--- src/rtl/clz_seq_ctrl_pkg.sv ---
// clz_seq_ctrl_pkg: shared opcodes, FSM state encoding and count width for the CLZ/CLO engine
package clz_seq_ctrl_pkg;
    localparam logic OP_CLZ = 1'b0;
    localparam logic OP_CLO = 1'b1;
    localparam int   CNT_W  = 6;
    typedef enum logic [1:0] {ST_IDLE = 2'd0, ST_SCAN = 2'd1, ST_DONE = 2'd2} state_t;
endpackage

--- src/rtl/clz_seq_ctrl_if.sv ---
// clz_seq_ctrl_if: request/result bundle between two requesters, the CLZ/CLO engine and its consumer
//   req0_*/req1_* : valid/op/data in, ready back; out_* : valid/count/id out, ready in; busy out
//   master = requesters + consumer side, slave = engine side
interface clz_seq_ctrl_if;
    logic        req0_valid;
    logic        req0_op;
    logic [31:0] req0_data;
    logic        req0_ready;
    logic        req1_valid;
    logic        req1_op;
    logic [31:0] req1_data;
    logic        req1_ready;
    logic        out_valid;
    logic        out_ready;
    logic [31:0] out_count;
    logic        out_id;
    logic        busy;
    modport master (
        output req0_valid, req0_op, req0_data, req1_valid, req1_op, req1_data, out_ready,
        input  req0_ready, req1_ready, out_valid, out_count, out_id, busy
    );
    modport slave (
        input  req0_valid, req0_op, req0_data, req1_valid, req1_op, req1_data, out_ready,
        output req0_ready, req1_ready, out_valid, out_count, out_id, busy
    );
endinterface

--- src/rtl/clz_seq_ctrl_lz_slice.sv ---
// lz_slice: combinational leading-zero count of one W-bit slice
//   slice_i : slice to encode, MSB first
//   count_o : leading zeros, 0..W (W when the slice is all zero)
module lz_slice #(
    parameter int W = 8
) (
    input  logic [W-1:0]             slice_i,
    output logic [$clog2(W+1)-1:0]   count_o
);
    localparam int CW = $clog2(W + 1);
    // Walk upward so the highest set bit is the last (and winning) assignment.
    always_comb begin
        count_o = CW'(W);
        for (int i = 0; i < W; i++)
            if (slice_i[i]) count_o = CW'(W - 1 - i);
    end
endmodule

--- src/rtl/clz_seq_ctrl.sv ---
// clz_seq_ctrl: shared multi-cycle CLZ/CLO engine with round-robin arbitration of two requesters
//   clk, rst : clock, synchronous active-high reset
//   bus      : slave side of clz_seq_ctrl_if (two request channels, one result channel, busy)
module clz_seq_ctrl
    import clz_seq_ctrl_pkg::*;
#(
    parameter int DATA_W  = 32,
    parameter int SLICE_W = 8
) (
    input logic           clk,
    input logic           rst,
    clz_seq_ctrl_if.slave bus
);
    localparam int NSLICE = DATA_W / SLICE_W;
    localparam int IDX_W  = $clog2(NSLICE);
    localparam int LZ_W   = $clog2(SLICE_W + 1);
    state_t              state_q;
    logic [DATA_W-1:0]   opnd_q;
    logic [CNT_W-1:0]    cnt_q;
    logic [IDX_W-1:0]    idx_q;
    logic                id_q;
    logic                last_grant_q;
    logic                idle;
    logic                grant0;
    logic                grant1;
    logic                sel_op;
    logic [DATA_W-1:0]   sel_data;
    logic [SLICE_W-1:0]  slice;
    logic [LZ_W-1:0]     slice_lz;
    // Readies are held low during reset so nothing is accepted by an engine about to be cleared.
    assign idle     = (state_q == ST_IDLE) && !rst;
    assign grant0   = idle && bus.req0_valid && (!bus.req1_valid || last_grant_q);
    assign grant1   = idle && bus.req1_valid && !grant0;
    assign sel_op   = grant1 ? bus.req1_op : bus.req0_op;
    assign sel_data = grant1 ? bus.req1_data : bus.req0_data;
    assign slice    = opnd_q[idx_q*SLICE_W +: SLICE_W];
    lz_slice #(.W(SLICE_W)) u_lz (
        .slice_i (slice),
        .count_o (slice_lz)
    );
    assign bus.req0_ready = grant0;
    assign bus.req1_ready = grant1;
    assign bus.out_valid  = state_q == ST_DONE;
    assign bus.out_count  = {{(DATA_W-CNT_W){1'b0}}, cnt_q};
    assign bus.out_id     = id_q;
    assign bus.busy       = state_q != ST_IDLE;
    always_ff @(posedge clk) begin
        if (rst) begin
            state_q      <= ST_IDLE;
            opnd_q       <= '0;
            cnt_q        <= '0;
            idx_q        <= '0;
            id_q         <= 1'b0;
            last_grant_q <= 1'b1;
        end else begin
            case (state_q)
                ST_IDLE: if (grant0 || grant1) begin
                    // CLO is CLZ of the inverted operand.
                    opnd_q       <= sel_data ^ {DATA_W{sel_op == OP_CLO}};
                    id_q         <= grant1;
                    cnt_q        <= '0;
                    idx_q        <= IDX_W'(NSLICE - 1);
                    last_grant_q <= grant1;
                    state_q      <= ST_SCAN;
                end
                ST_SCAN: if (slice != '0) begin
                    cnt_q   <= cnt_q + CNT_W'(slice_lz);
                    state_q <= ST_DONE;
                end else begin
                    cnt_q <= cnt_q + CNT_W'(SLICE_W);
                    if (idx_q == '0) state_q <= ST_DONE;
                    else idx_q <= idx_q - 1'b1;
                end
                ST_DONE: if (bus.out_ready) state_q <= ST_IDLE;
                default: state_q <= ST_IDLE;
            endcase
        end
    end
endmodule

--- src/flat_wrapper.sv ---
// flat-port wrapper written by rule: the top's interface ports become plain ports
module clz_seq_ctrl_flat import clz_seq_ctrl_pkg::*;
#(
    parameter int DATA_W  = 32,
    parameter int SLICE_W = 8
)
  (clk, rst, bus_req0_valid, bus_req0_op, bus_req0_data, bus_req1_valid, bus_req1_op, bus_req1_data, bus_out_ready, bus_req0_ready, bus_req1_ready, bus_out_valid, bus_out_count, bus_out_id, bus_busy);
  clz_seq_ctrl_if bus_i ();
  input logic clk;
  input logic rst;
  input wire logic [$bits(bus_i.req0_valid)-1:0] bus_req0_valid;
  input wire logic [$bits(bus_i.req0_op)-1:0] bus_req0_op;
  input wire logic [$bits(bus_i.req0_data)-1:0] bus_req0_data;
  input wire logic [$bits(bus_i.req1_valid)-1:0] bus_req1_valid;
  input wire logic [$bits(bus_i.req1_op)-1:0] bus_req1_op;
  input wire logic [$bits(bus_i.req1_data)-1:0] bus_req1_data;
  input wire logic [$bits(bus_i.out_ready)-1:0] bus_out_ready;
  output wire logic [$bits(bus_i.req0_ready)-1:0] bus_req0_ready;
  output wire logic [$bits(bus_i.req1_ready)-1:0] bus_req1_ready;
  output wire logic [$bits(bus_i.out_valid)-1:0] bus_out_valid;
  output wire logic [$bits(bus_i.out_count)-1:0] bus_out_count;
  output wire logic [$bits(bus_i.out_id)-1:0] bus_out_id;
  output wire logic [$bits(bus_i.busy)-1:0] bus_busy;
  assign bus_i.req0_valid = bus_req0_valid;
  assign bus_i.req0_op = bus_req0_op;
  assign bus_i.req0_data = bus_req0_data;
  assign bus_i.req1_valid = bus_req1_valid;
  assign bus_i.req1_op = bus_req1_op;
  assign bus_i.req1_data = bus_req1_data;
  assign bus_i.out_ready = bus_out_ready;
  assign bus_req0_ready = bus_i.req0_ready;
  assign bus_req1_ready = bus_i.req1_ready;
  assign bus_out_valid = bus_i.out_valid;
  assign bus_out_count = bus_i.out_count;
  assign bus_out_id = bus_i.out_id;
  assign bus_busy = bus_i.busy;
  clz_seq_ctrl #(.DATA_W(DATA_W), .SLICE_W(SLICE_W)) u_core (.clk(clk), .rst(rst), .bus(bus_i));
endmodule
--- config.mk ---
export PLATFORM = sky130hd
export DESIGN_NAME = clz_seq_ctrl_flat
export DESIGN_NICKNAME = d
export VERILOG_FILES = /design/src/rtl/clz_seq_ctrl_pkg.sv /design/src/rtl/clz_seq_ctrl_if.sv /design/src/rtl/clz_seq_ctrl_lz_slice.sv /design/src/rtl/clz_seq_ctrl.sv /design/src/flat_wrapper.sv
export SDC_FILE = /design/constraint.sdc
export NUM_CORES = 1
export LEC_CHECK = 0
export CORE_MARGIN = 5
export CORE_UTILIZATION = 45
export CTS_BUF_LIST = sky130_fd_sc_hd__clkbuf_8
export DETAILED_ROUTE_END_ITERATION = 12
export PLACE_DENSITY_LB_ADDON = 0.3
export REMOVE_ABC_BUFFERS = 1
export SYNTH_ARGS = -nofsm -noshare
export SYNTH_HDL_FRONTEND = slang
export SYNTH_SLANG_ARGS = --single-unit
--- constraint.sdc ---
create_clock -name clk -period 4.61 [get_ports clk]
set_input_delay 0.922 -clock clk [delete_from_list [all_inputs] [get_ports clk]]
set_output_delay 0.922 -clock clk [all_outputs]
set_load 0.05 [all_outputs]
==> impl_metrics.ini <==
[synth]
synth_top_area_frac = 0.3015
yosys-top-cells-area = dfxtp_1 (30%), mux2i_1 (12%), xnor2_1 (9.9%)
muxShareOfSynthArea = 0.1901
netlist_area_um2 = 2922
synth_cell_type_count = 39
synth_top_family_by_area = multiplexers
ys_seq_elements = 44
synth.avg_cell_area_um2 = 9.158
synth_xor_area_frac = 0.1019
synth-compound-area-share = 0.1353
synth_fa_ha_area_frac = 0.03255
synthFlopType = dfxtp_1
synth.largest_area_cell = dfxtp_1
syn_inst = 319
synth_edf_count = 0
seq_area_frac_synth = 0.3015
ys.warnings.count = 0
synthSimpleGateAreaFrac = 0.1255
async_flop_share = 0

[worst_setup_path]
worstPathCellList = clkdlybuf4s50_1 -> nand2_1 -> a211oi_4 -> clkdlybuf4s50_1
cp_max_fo = 3
crit_top_cell = clkdlybuf4s50_1
crit_type = in2out
cp_data_required_time_ns = 3.69
cp_slowest_cell = clkdlybuf4s50_1
max_stage_delay_ns = 0.88
cp_data_arrival_time_ns = 2.71
endpoint_kind = output port
start_kind = primary input

[cts]
holdBufCountCts = 0
cts_resized = 0
cts-root-buf = clkbuf_8
clkTransAtPathRegs_ns = 0.08
post-cts-setup-buffers = 0
h-tree-depth = 2
clk_path_buf_depth = 2
cts_tree = done
insertion_delay_ns = 0.30
cts_buffers = 5
cts.sinks = 44

[power]
clkPwrFrac = 0.226
leakage_nw = 1.428
power_frac_comb = 0.411
power_switching_mw = 0.4521
seq_power_share = 0.363
p_per_area_nw_per_um2 = 337.5
p_sw_frac = 0.3539
peakVddDrop_mv = 0.2216
power.internal_mw = 0.8253
power_mw = 1.277

[sta]
finalMaxSlewViolations = 0
slew_headroom = 0.6026
rsz0062_at_grt = false
fin_crit_ns = 3.635
fmax_mhz = 275.1
setup_tns_ns = 0
fin_skew_ns = 0.006220
finalSetupViolCount = 0
hold_viol = 0
fin_crit_sh = 0.7886
worstMarginPinSlew_ns = 0.5961

[grt]
antenna_found_initial = 0
grt_pass1_wl_um = 9970
grt_overflow_total = 0
grt_pass1_vias = 2232
grtUsageTotal = 0.1457
grt_max_degree = 66

[detailed_routing]
first_iter_violations = 102
antenna_left = 0
vias = 2337
firstDrtPassIters = 4
vias_per_cell = 5.015
wirelength_um = 6011
wl_per_cell_um = 12.90
drc = 0

[final_layout]
antennaDiodeCount = 0
final_core_util = 0.5961
area_growth_pct = 29.55
drive_gt1_frac = 0.06170
num-nets-final = 466

[floorplanning]
die_area_um2 = 8204
initial_utilization = 0.4601
fp.dieH_um = 90.58
die_w_um = 90.58
fp.coreArea_um2 = 6350
io_pins = 108
std_cell_rows = 29

[status]
status = completed

[place]
dp_hpwl_um = 4607
place.gp.congestion = 0.7837
portBuffers = 81

[flow_run]
timing.max_cap.violations = 0

[hold_path]
hold_path_class = reg2reg
[flip-flops by register name (all words and copies together) (netlist names)]
signal               count
u_core.idx_q             2
u_core.state_q           2
u_core.bus.out_id        1
u_core.last_grant_q      1
u_core.opnd_q           32
u_core.cnt_q             6
[Yosys cell counts, types with 7 or more instances]
library cell	n
dfxtp_1	44
clkbuf_1	14
a211oi_1	33
mux2i_1	36
xnor2_1	33
buf_4	26
nor2_1	44
inv_1	7
a21oi_1	12
nand2_1	8
[logic make-up after synthesis]
logic type,Yosys count
xor gates and xnor gates,34
and+or+nand+nor,76
muxes,44
other,1
adders and majority gates,7
buffers and inverters,55
DFF,44
AOI/OAI and AO/OA,58
[critical path, delay by kind of cell]
kind	cells	cell delay (ns)
AO/OA/AOI/OAI	1	0.28
buffers and inverters	2	1.39
AND/OR/NAND/NOR	1	0.12
[final cells by class]
class / instances / area [µm²]
Multi-Input combinational cell: 245 / 1838
Clock buffer: 5 / 68.82
Timing Repair Buffer: 85 / 835.8
Fill cell: 555 / 2565
Inverter: 7 / 26.28
Tap cell: 77 / 96.34
Sequential cell: 44 / 880.8
Clock inverter: 3 / 38.79
[cells in the final DEF, fill, tap and decap left out, types with 2 or more instances in the layout]
cell type,count
conb_1,26
xnor2_1,33
nor3_1,5
a21o_1,2
dfxtp_1,44
clkdlybuf4s50_1,80
nor2b_1,3
mux4_2,4
mux2i_1,35
o21ai_0,4
a21oi_1,12
mux4_1,4
inv_1,8
a211oi_1,32
nand2_1,8
clkbuf_8,5
nor2_1,44
buf_4,4
ha_1,6
nor3_2,2
nand3_1,6
[per-stage QoR]
step | cells | cell area [µm²] | setup WS (ns) | hold WS (ns)
floorplan | 296 | 2715 | -5.192 | 0.4684
global route | 466 | 3785 | 0.8739 | 0.4976
detailed placement | 458 | 3677 | 0.9316 | 0.4631
global placement | 458 | 3677 | 0.9988 | 0.4608
finish | 466 | 3785 | 0.9745 | 0.4714
CTS | 466 | 3785 | 0.9717 | 0.4759
[routing by layer]
metal,global-route usage,routed length (µm),vias to the layer above
met5,0,0,-
met4,0.04467,69,0
met3,0.05167,488,8
met2,0.2458,2873,74
met1,0.1724,2580,1044
li1,-,-,1211
[power by group through the flow]
stage	Combinational, mW	Clock (mW)	Sequential (mW)
after floorplan	0.389	0	0.477
after global placement	0.516	0	0.471
after detailed placement	0.527	0	0.474
after CTS	0.528	0.298	0.465
after global routing	0.576	0.314	0.472
final	0.524	0.289	0.464
[final timing paths]
kind / start / end / slack, ns / cells past startpoint
hold / removal: u_core.cnt_q[5] / u_core.cnt_q[5] / 0.47 / 2
hold reg to reg: u_core.cnt_q[5] / u_core.cnt_q[5] / 0.47 / 2
setup / recovery: bus_req1_valid / bus_req1_ready / 0.97 / 4
setup reg to reg: u_core.idx_q[0] / u_core.cnt_q[5] / 1.22 / 11
Note: power is estimated with default switching activity, not from simulation.
